File: src/rtl/uart_pkg.sv
// uart_pkg: shared limits, field widths and the reset-divisor helper used by
// uart_baud_gen, its interface and its fractional divider.
package uart_pkg;

  // Legal range of sample ticks per bit.
  localparam int OVERSAMPLE_MIN = 2;
  localparam int OVERSAMPLE_MAX = 64;

  // Fractional divisor part is expressed in sixteenths.
  localparam int FRAC_W = 4;

  // Bit counter must hold OVERSAMPLE_MAX-1.
  localparam int BIT_CNT_W = $clog2(OVERSAMPLE_MAX);

  // Clocks per sample tick for the reset baud rate, truncated.
  function automatic longint unsigned calc_div0(input longint unsigned clk_freq_hz,
                                                input longint unsigned baud,
                                                input longint unsigned oversample);
    return clk_freq_hz / (baud * oversample);
  endfunction

endpackage

File: src/rtl/uart_baud_gen_if.sv
// uart_baud_gen_if: control and strobe signals between a UART and its baud
// generator. The UART side uses the master modport, the generator the slave.
interface uart_baud_gen_if #(
  parameter int DIV_WIDTH = 16
);
  import uart_pkg::*;

  logic                 i_enable;
  logic                 i_sync_clr;
  logic                 i_div_wr;
  logic [DIV_WIDTH-1:0] i_div;
  logic [FRAC_W-1:0]    i_frac;
  logic                 o_tick;
  logic                 o_bit_tick;
  logic                 o_div_ack;
  logic                 o_div_err;
  logic [DIV_WIDTH-1:0] o_div;

  modport master (
    output i_enable, i_sync_clr, i_div_wr, i_div, i_frac,
    input  o_tick, o_bit_tick, o_div_ack, o_div_err, o_div
  );

  modport slave (
    input  i_enable, i_sync_clr, i_div_wr, i_div, i_frac,
    output o_tick, o_bit_tick, o_div_ack, o_div_err, o_div
  );

endinterface

File: src/rtl/uart_frac_div.sv
// uart_frac_div: divisor counter producing the sample-tick wrap strobe.
// With UART_BAUD_FRAC_EN defined, a 4-bit accumulator adds the fractional
// divisor on every wrap and stretches the following period by one clock on
// carry-out; otherwise i_frac is ignored and every period is i_div clocks.
module uart_frac_div
  import uart_pkg::*;
#(
  parameter int DIV_WIDTH = 16
) (
  input  logic                 i_clk,
  input  logic                 i_reset,
  input  logic                 i_enable,
  input  logic                 i_sync_clr,
  input  logic [DIV_WIDTH-1:0] i_div,
  input  logic [FRAC_W-1:0]    i_frac,
  output logic                 o_wrap
);

  localparam int PW = DIV_WIDTH + 1;

  logic [DIV_WIDTH-1:0] cnt_q, cnt_d;
  logic [PW-1:0]        last_cnt;

`ifdef UART_BAUD_FRAC_EN
  logic [FRAC_W-1:0] acc_q, acc_d;
  logic              extra_q, extra_d;
  logic [FRAC_W:0]   acc_sum;

  assign last_cnt = PW'(i_div) + PW'(extra_q) - PW'(1);
  assign acc_sum  = {1'b0, acc_q} + {1'b0, i_frac};
`else
  logic unused_frac;

  assign unused_frac = ^i_frac;
  assign last_cnt    = PW'(i_div) - PW'(1);
`endif

  // '>=' rather than '==' so a smaller divisor applied while the counter is
  // held above it still wraps on the next enabled clock.
  assign o_wrap = i_enable && !i_sync_clr && (PW'(cnt_q) >= last_cnt);

  // Divisor counter: clear on sync, wrap at period end, else count while enabled.
  always_comb begin
    cnt_d = cnt_q;
    if (i_sync_clr || o_wrap) begin
      cnt_d = '0;
    end else if (i_enable) begin
      cnt_d = cnt_q + DIV_WIDTH'(1);
    end
  end

  // Divisor counter register.
  always_ff @(posedge i_clk or negedge i_reset) begin
    if (!i_reset) begin
      cnt_q <= '0;
    end else begin
      cnt_q <= cnt_d;
    end
  end

`ifdef UART_BAUD_FRAC_EN
  // Fractional accumulator: a carry lengthens the next period; sync drops it.
  always_comb begin
    acc_d   = acc_q;
    extra_d = extra_q;
    if (i_sync_clr) begin
      extra_d = 1'b0;
    end else if (o_wrap) begin
      acc_d   = acc_sum[FRAC_W-1:0];
      extra_d = acc_sum[FRAC_W];
    end
  end

  // Fractional accumulator register.
  always_ff @(posedge i_clk or negedge i_reset) begin
    if (!i_reset) begin
      acc_q   <= '0;
      extra_q <= 1'b0;
    end else begin
      acc_q   <= acc_d;
      extra_q <= extra_d;
    end
  end
`endif

endmodule

File: src/rtl/uart_baud_gen.sv
// uart_baud_gen: UART oversample and bit tick generator with a glitch-free
// run-time divisor change handshake. The divisor counter lives in
// uart_frac_div; the bit counter and divisor handshake live here.
// Optional feature: define UART_BAUD_FRAC_EN to enable fractional division.
module uart_baud_gen
  import uart_pkg::*;
#(
  parameter int CLK_FREQ_HZ  = 50000000,
  parameter int DEFAULT_BAUD = 19200,
  parameter int OVERSAMPLE   = 16,
  parameter int DIV_WIDTH    = 16
) (
  input  logic           i_clk,
  input  logic           i_reset,
  uart_baud_gen_if.slave bus
);

  localparam longint unsigned DIV0_L  = calc_div0(longint'(CLK_FREQ_HZ),
                                                  longint'(DEFAULT_BAUD),
                                                  longint'(OVERSAMPLE));
  localparam longint unsigned DIV_MAX = (longint'(1) << DIV_WIDTH) - 1;
  localparam logic [DIV_WIDTH-1:0] DIV0     = DIV_WIDTH'(DIV0_L);
  localparam logic [BIT_CNT_W-1:0] BIT_LAST = BIT_CNT_W'(OVERSAMPLE - 1);

  if (OVERSAMPLE < OVERSAMPLE_MIN || OVERSAMPLE > OVERSAMPLE_MAX) begin : g_bad_oversample
    $error("uart_baud_gen: OVERSAMPLE must lie in 2..64");
  end
  if (DIV0_L < 1 || DIV0_L > DIV_MAX) begin : g_bad_div0
    $error("uart_baud_gen: reset divisor is zero or does not fit DIV_WIDTH");
  end

  logic                 wrap;
  logic                 div_zero;
  logic                 apply;
  logic [DIV_WIDTH-1:0] div_act_q, div_act_d;
  logic [FRAC_W-1:0]    frac_act_q, frac_act_d;
  logic [DIV_WIDTH-1:0] pend_div_q, pend_div_d;
  logic [FRAC_W-1:0]    pend_frac_q, pend_frac_d;
  logic                 pend_q, pend_d;
  logic [BIT_CNT_W-1:0] bit_cnt_q, bit_cnt_d;
  logic                 tick_q, tick_d;
  logic                 bit_tick_q, bit_tick_d;
  logic                 ack_q, ack_d;
  logic                 err_q, err_d;

  uart_frac_div #(
    .DIV_WIDTH (DIV_WIDTH)
  ) u_frac_div (
    .i_clk      (i_clk),
    .i_reset    (i_reset),
    .i_enable   (bus.i_enable),
    .i_sync_clr (bus.i_sync_clr),
    .i_div      (div_act_q),
    .i_frac     (frac_act_q),
    .o_wrap     (wrap)
  );

  // A pending divisor swaps in only at a period boundary, or at once when the
  // counter is idle or being cleared, so no tick period is ever truncated.
  assign div_zero = (bus.i_div == '0);
  assign apply    = pend_q && (wrap || !bus.i_enable || bus.i_sync_clr);

  // Bit counter, divisor handshake and next values of the output strobes.
  always_comb begin
    // NOTE: every signal assigned here gets a default first, so no path leaves one unassigned and no latch is inferred.
    bit_cnt_d   = bit_cnt_q;
    div_act_d   = div_act_q;
    frac_act_d  = frac_act_q;
    pend_d      = pend_q;
    pend_div_d  = pend_div_q;
    pend_frac_d = pend_frac_q;
    tick_d      = wrap;
    bit_tick_d  = 1'b0;
    ack_d       = apply;
    err_d       = bus.i_div_wr && div_zero;

    if (bus.i_sync_clr) begin
      bit_cnt_d = '0;
    end else if (wrap) begin
      if (bit_cnt_q == BIT_LAST) begin
        bit_cnt_d  = '0;
        bit_tick_d = 1'b1;
      end else begin
        bit_cnt_d = bit_cnt_q + BIT_CNT_W'(1);
      end
    end

    if (apply) begin
      div_act_d  = pend_div_q;
      frac_act_d = pend_frac_q;
      pend_d     = 1'b0;
    end

    // A write in the same cycle as an apply wins the pending slot.
    if (bus.i_div_wr && !div_zero) begin
      pend_div_d  = bus.i_div;
      pend_frac_d = bus.i_frac;
      pend_d      = 1'b1;
    end
  end

  // State and output registers.
  always_ff @(posedge i_clk or negedge i_reset) begin
    if (!i_reset) begin
      bit_cnt_q   <= '0;
      div_act_q   <= DIV0;
      frac_act_q  <= '0;
      pend_q      <= 1'b0;
      // NOTE: the pending data is reset along with its flag so the register never holds X, even though pend_q alone guards its use.
      pend_div_q  <= '0;
      pend_frac_q <= '0;
      tick_q      <= 1'b0;
      bit_tick_q  <= 1'b0;
      ack_q       <= 1'b0;
      err_q       <= 1'b0;
    end else begin
      // NOTE: non-blocking assignments, so every flop samples the pre-edge value of every other flop.
      bit_cnt_q   <= bit_cnt_d;
      div_act_q   <= div_act_d;
      frac_act_q  <= frac_act_d;
      pend_q      <= pend_d;
      pend_div_q  <= pend_div_d;
      pend_frac_q <= pend_frac_d;
      tick_q      <= tick_d;
      bit_tick_q  <= bit_tick_d;
      ack_q       <= ack_d;
      err_q       <= err_d;
    end
  end

  assign bus.o_tick     = tick_q;
  assign bus.o_bit_tick = bit_tick_q;
  assign bus.o_div_ack  = ack_q;
  assign bus.o_div_err  = err_q;
  assign bus.o_div      = div_act_q;

endmodule

File: src/flat_wrapper.sv
// flat-port wrapper written by rule: the top's interface ports become plain ports
module uart_baud_gen_flat import uart_pkg::*;
#(
  parameter int CLK_FREQ_HZ  = 50000000,
  parameter int DEFAULT_BAUD = 19200,
  parameter int OVERSAMPLE   = 16,
  parameter int DIV_WIDTH    = 16
)
  (i_clk, i_reset, bus_i_enable, bus_i_sync_clr, bus_i_div_wr, bus_i_div, bus_i_frac, bus_o_tick, bus_o_bit_tick, bus_o_div_ack, bus_o_div_err, bus_o_div);
  uart_baud_gen_if #(.DIV_WIDTH(DIV_WIDTH)) bus_i ();
  input  logic i_clk;
  input  logic i_reset;
  input wire logic [$bits(bus_i.i_enable)-1:0] bus_i_enable;
  input wire logic [$bits(bus_i.i_sync_clr)-1:0] bus_i_sync_clr;
  input wire logic [$bits(bus_i.i_div_wr)-1:0] bus_i_div_wr;
  input wire logic [$bits(bus_i.i_div)-1:0] bus_i_div;
  input wire logic [$bits(bus_i.i_frac)-1:0] bus_i_frac;
  output wire logic [$bits(bus_i.o_tick)-1:0] bus_o_tick;
  output wire logic [$bits(bus_i.o_bit_tick)-1:0] bus_o_bit_tick;
  output wire logic [$bits(bus_i.o_div_ack)-1:0] bus_o_div_ack;
  output wire logic [$bits(bus_i.o_div_err)-1:0] bus_o_div_err;
  output wire logic [$bits(bus_i.o_div)-1:0] bus_o_div;
  assign bus_i.i_enable = bus_i_enable;
  assign bus_i.i_sync_clr = bus_i_sync_clr;
  assign bus_i.i_div_wr = bus_i_div_wr;
  assign bus_i.i_div = bus_i_div;
  assign bus_i.i_frac = bus_i_frac;
  assign bus_o_tick = bus_i.o_tick;
  assign bus_o_bit_tick = bus_i.o_bit_tick;
  assign bus_o_div_ack = bus_i.o_div_ack;
  assign bus_o_div_err = bus_i.o_div_err;
  assign bus_o_div = bus_i.o_div;
  uart_baud_gen #(.CLK_FREQ_HZ(CLK_FREQ_HZ), .DEFAULT_BAUD(DEFAULT_BAUD), .OVERSAMPLE(OVERSAMPLE), .DIV_WIDTH(DIV_WIDTH)) u_core (.i_clk(i_clk), .i_reset(i_reset), .bus(bus_i));
endmodule
File: config.mk
export PLATFORM = sky130hd
export DESIGN_NAME = uart_baud_gen_flat
export DESIGN_NICKNAME = d
export VERILOG_FILES = /design/src/rtl/uart_pkg.sv /design/src/rtl/uart_baud_gen_if.sv /design/src/rtl/uart_frac_div.sv /design/src/rtl/uart_baud_gen.sv /design/src/flat_wrapper.sv
export SDC_FILE = /design/constraint.sdc
export NUM_CORES = 1
export LEC_CHECK = 0
export ABC_AREA = 1
export BUFFER_PORTS_ARGS = -buffer_cell sky130_fd_sc_hd__buf_2
export CAP_MARGIN = 10
export CORE_MARGIN = 2
export CORE_UTILIZATION = 55
export CTS_CLUSTER_DIAMETER = 150
export CTS_CLUSTER_SIZE = 30
export DETAILED_ROUTE_END_ITERATION = 16
export GPL_TIMING_DRIVEN = 0
export PLACE_DENSITY_LB_ADDON = 0.05
export SLEW_MARGIN = 20
export SYNTH_ARGS = -nofsm -noshare
export SYNTH_HDL_FRONTEND = slang
export SYNTH_SLANG_ARGS = --single-unit
File: constraint.sdc
create_clock -name i_clk -period 3.7 [get_ports i_clk]
set_input_delay 0.555 -clock i_clk [delete_from_list [all_inputs] [get_ports i_clk]]
set_output_delay 0.555 -clock i_clk [all_outputs]
set_load 0.02 [all_outputs]
==> metrics.md <==
| Metric | Value |
|---|---|
| Root Driver | `clkbuf_8` |
| Number of flops mapped to enable cells by yosys | `0` |
| CTS Sinks | `59` |
| IO Port Bufs | `39` |
| Clock Latency Late Sink | `around 340 ps` |
| Critical register-to-register path startpoint | `u_core.bus.o_div[2]$_DFFE_PN0P_` |
| Crit path max fanout | `10` |
| Initial DRC count | `90` |
| Gate Count Post-Synth | `429` |
| Clock tree buffer depth | `2` |
| Post-DRT Antenna Nets | `0` |
| Global-route usage over all layers | `0.224` |
| Seq/Total Area, Yosys | `0.425` |
| Setup CP Type | `reg2reg` |
| Max IR drop VDD | `around 260 µV` |
| Area of the core | `approximately 6200 µm²` |
| Detail Placement HPWL | `5.49 mm` |
| Vias per cell | `between 5 and 6` |
| Count of cell types in the netlist | `32` |
| Status | `completed` |
| Clock buffer count from CTS | `9` |
| Max_slew headroom | `0.520` |
| Mapped Nets | `around 470` |
| Fmax | `roughly 300 MHz` |
| Vias | `a little under 3000` |
| Avg Inst Size Synth | `around 8.1 µm²` |
| # diodes | `0` |
| Number of detailed-route iterations in the first pass | `4` |
| Synth async-reset ratio | `1.00` |
| Syn. warnings | `0` |
| First-pass GRT wire length | `roughly 13 mm` |
| Vias in the first global route | `2836` |
| Yosys reg bits | `around 60` |
| Data arrival time of the worst path | `3560 ps` |
| RR Endpoint | `u_core.u_frac_div.cnt_q[11]$_DFFE_PN0P_` |
| Final Net Count | `between 500 and 600` |
| Boundary pin count | `45` |
| Number of antenna violations at the first check in global routing | `0` |
| Cell Rows | `29` |
| PwrDens | `439 nW/µm²` |
| P&R area growth vs syn | `14.4%` |
| CTS tree | `built` |
| Placed inst area | `roughly 3800 µm²` |
| Register-to-register setup slack | `370 ps` |
| Class of the worst hold path | `in2async` |
| Clock-pin slew of the registers on the worst-case setup and hold paths | `70 ps` |
| Hold Violations, Final | `0` |
| Synthesized cell area | `between 3000 and 4000 µm²` |
| Fin util | `0.639` |
| Crit path required time | `slightly below 4000 ps` |
| Slew @ Worst Pin | `between 700 and 800 ps` |
| Minimum clock period | `approximately 3300 ps` |
| Die height | `~84 µm` |
| Max-Cap Viols | `0` |
| RSZ-0062 raised after global routing | `false` |
| DRC Markers | `0` |
| Worst R2R Path Depth | `18` |
| Largest net degree at the start of global routing | `60` |
| Fin crit share | `0.901` |
| Setup bufs post-CTS | `0` |
| DR WL/cell | `12.8 µm` |
| Total congestion overflow | `0` |
| Final setup vio count | `0` |
| Top FF cell, synth | `dfrtp_1` |
| GPL Wtd Cong | `roughly 0.90` |
| Final instance area | `between 3000 and 4000 µm²` |
| Endpoint type of the worst setup path | `flop` |
| Leak | `around 0.0021 µW` |
| Initial core utilization | `0.559` |
| Final worst slack | `368 ps` |
| Setup Skew | `between 9 and 10 ps` |
| Final wirelength | `7.17 mm` |
| Fraction of layout cells with a size suffix above 1 | `0.188` |
| Dpl ws | `between 200 and 300 ps` |
| Count of hold-fix buffers inserted at cts | `0` |
| Die area | `between 6000 and 7000 µm²` |
| Chip Width | `around 84 µm` |
| Max-slew violation count | `0` |
| CP Launch Type | `flop` |
| Worst Hold Margin | `~280 ps` |
| H-tree Lvls | `3` |
| Fin Setup TNS | `0 ps` |
==> logic make-up after synthesis <==
logic type,count (synthesis),share of synthesized area
XOR/XNOR,30,0.0754
buffers and inverters,47,0.0556
flip-flops,59,0.425
AND/OR/NAND/NOR,263,0.359
adder cells (fa/ha/maj),19,0.0682
AO/OA/AOI/OAI,11,0.0172
==> per-layer routing <==
layer | track usage | vias to the layer above | routed length, µm
li1 | - | 1512 | -
met1 | 0.280 | 1316 | 3210
met2 | 0.388 | 47 | 3610
met3 | 0.0445 | 11 | 234
met4 | 0.0748 | 0 | 119
met5 | 0 | - | 0
==> layout by cell type (no fill, tap or decap), types with 2 or more instances in the layout <==
master and count:
nand2_1 115, dfrtp_1 56, nand3_1 53, buf_2 40
inv_1 35, nor2_1 34, xor2_1 22, ha_1 19
nor2_2 15, nand4_1 15, nor3_1 10, clkbuf_8 10
xnor2_1 8, a21oi_1 6, nor4_1 5, nand2_2 4
buf_1 4, nand2_4 3, o21ai_0 3, dfstp_2 3
buf_6 2, clkbuf_1 2, and3_1 2, clkinv_2 2
clkinvlp_4 2
==> power by group <==
| part | total [µW] | switching (µW) | internal, µW |
|---|---|---|---|
| Combinational | 393 | 250 | 143 |
| Sequential | 765 | 63.7 | 702 |
| Clock | 593 | 264 | 329 |
==> Yosys cell counts, types with 3 or more instances <==
library cell  instances  area share
nand2_2               4      0.0072
nand2_1             115        0.12
dfstp_2               3       0.023
dfrtp_1              56        0.40
nand3_1              53       0.076
xor2_1               22       0.055
o21ai_0               3      0.0043
buf_1                 4      0.0043
nor4_1                6       0.011
a21oi_1               6      0.0086
nand4_1              15       0.027
inv_1                35       0.038
nor2_1               34       0.037
nor2_2               15       0.027
xnor2_1               8       0.020
nor3_1               10       0.014
ha_1                 19       0.068
nand2_4               3      0.0097
==> registers in the layout, indices dropped and copies added, names as in the netlist <==
signal	count
u_core.bus.o_div_err	1
u_core.u_frac_div.cnt_q	16
u_core.bit_cnt_q	6
u_core.bus.o_bit_tick	1
u_core.pend_q	1
u_core.pend_div_q	16
u_core.bus.o_div_ack	1
u_core.bus.o_div	16
u_core.bus.o_tick	1
==> cell type report <==
cell class | instances | area [µm²]
well taps | 77 | 96.3
fillers | 568 | 2250
clock inverters | 6 | 63.8
plain buffers | 10 | 55.1
repair buffers | 39 | 198
clock buffers | 10 | 138
flip-flops and latches | 59 | 1480
inverters | 37 | 139
multi-input cells | 323 | 1820
==> how the worst max path moves through the flow <==
stage                                    start                                 endpoint  slack, ps  cells after the start
2_1_floorplan  u_core.bus.o_div[4]$_DFFE_PN0P_  u_core.u_frac_div.cnt_q[10]$_DFFE_PN0P_        730                     16
3_3_place_gp   u_core.bus.o_div[4]$_DFFE_PN0P_   u_core.u_frac_div.cnt_q[9]$_DFFE_PN0P_        360                     16
3_5_place_dp   u_core.bus.o_div[4]$_DFFE_PN0P_  u_core.u_frac_div.cnt_q[11]$_DFFE_PN0P_        300                     16
4_1_cts        u_core.bus.o_div[4]$_DFFE_PN0P_  u_core.u_frac_div.cnt_q[11]$_DFFE_PN0P_        300                     16
5_1_grt        u_core.bus.o_div[2]$_DFFE_PN0P_   u_core.u_frac_div.cnt_q[3]$_DFFE_PN0P_         10                     18
6_report       u_core.bus.o_div[2]$_DFFE_PN0P_  u_core.u_frac_div.cnt_q[11]$_DFFE_PN0P_        370                     18
==> worst max-delay path: stages (launching register included) <==
cell	delay, ps
dfrtp_1	440
nor2_1	120
nand2_1	110
nor3_1	300
nand4_1	240
nor3_1	220
xor2_1	180
inv_1	60
ha_1	390
nand2_1	80
nor2_1	90
nand4_1	120
nand3_1	90
nand2_1	130
nand3_4	160
nand2_4	100
nand2_2	140
buf_6	180
nor2_2	50
==> per-stage QoR <==
stage               total power (µW)  instances
CTS                             1770        561
finish                          1750        561
global placement                1160        545
detailed placement              1170        545
global route                    1860        561
floorplan                       1050        429
==> timing repair <==
| item | in CTS | in global routing |
|---|---|---|
| setup endpoints to repair | 0 | 18 |
| hold endpoints to repair | 0 | 0 |
| gates resized for setup | 0 | 1 |
Power figures use the tool's default switching activity.
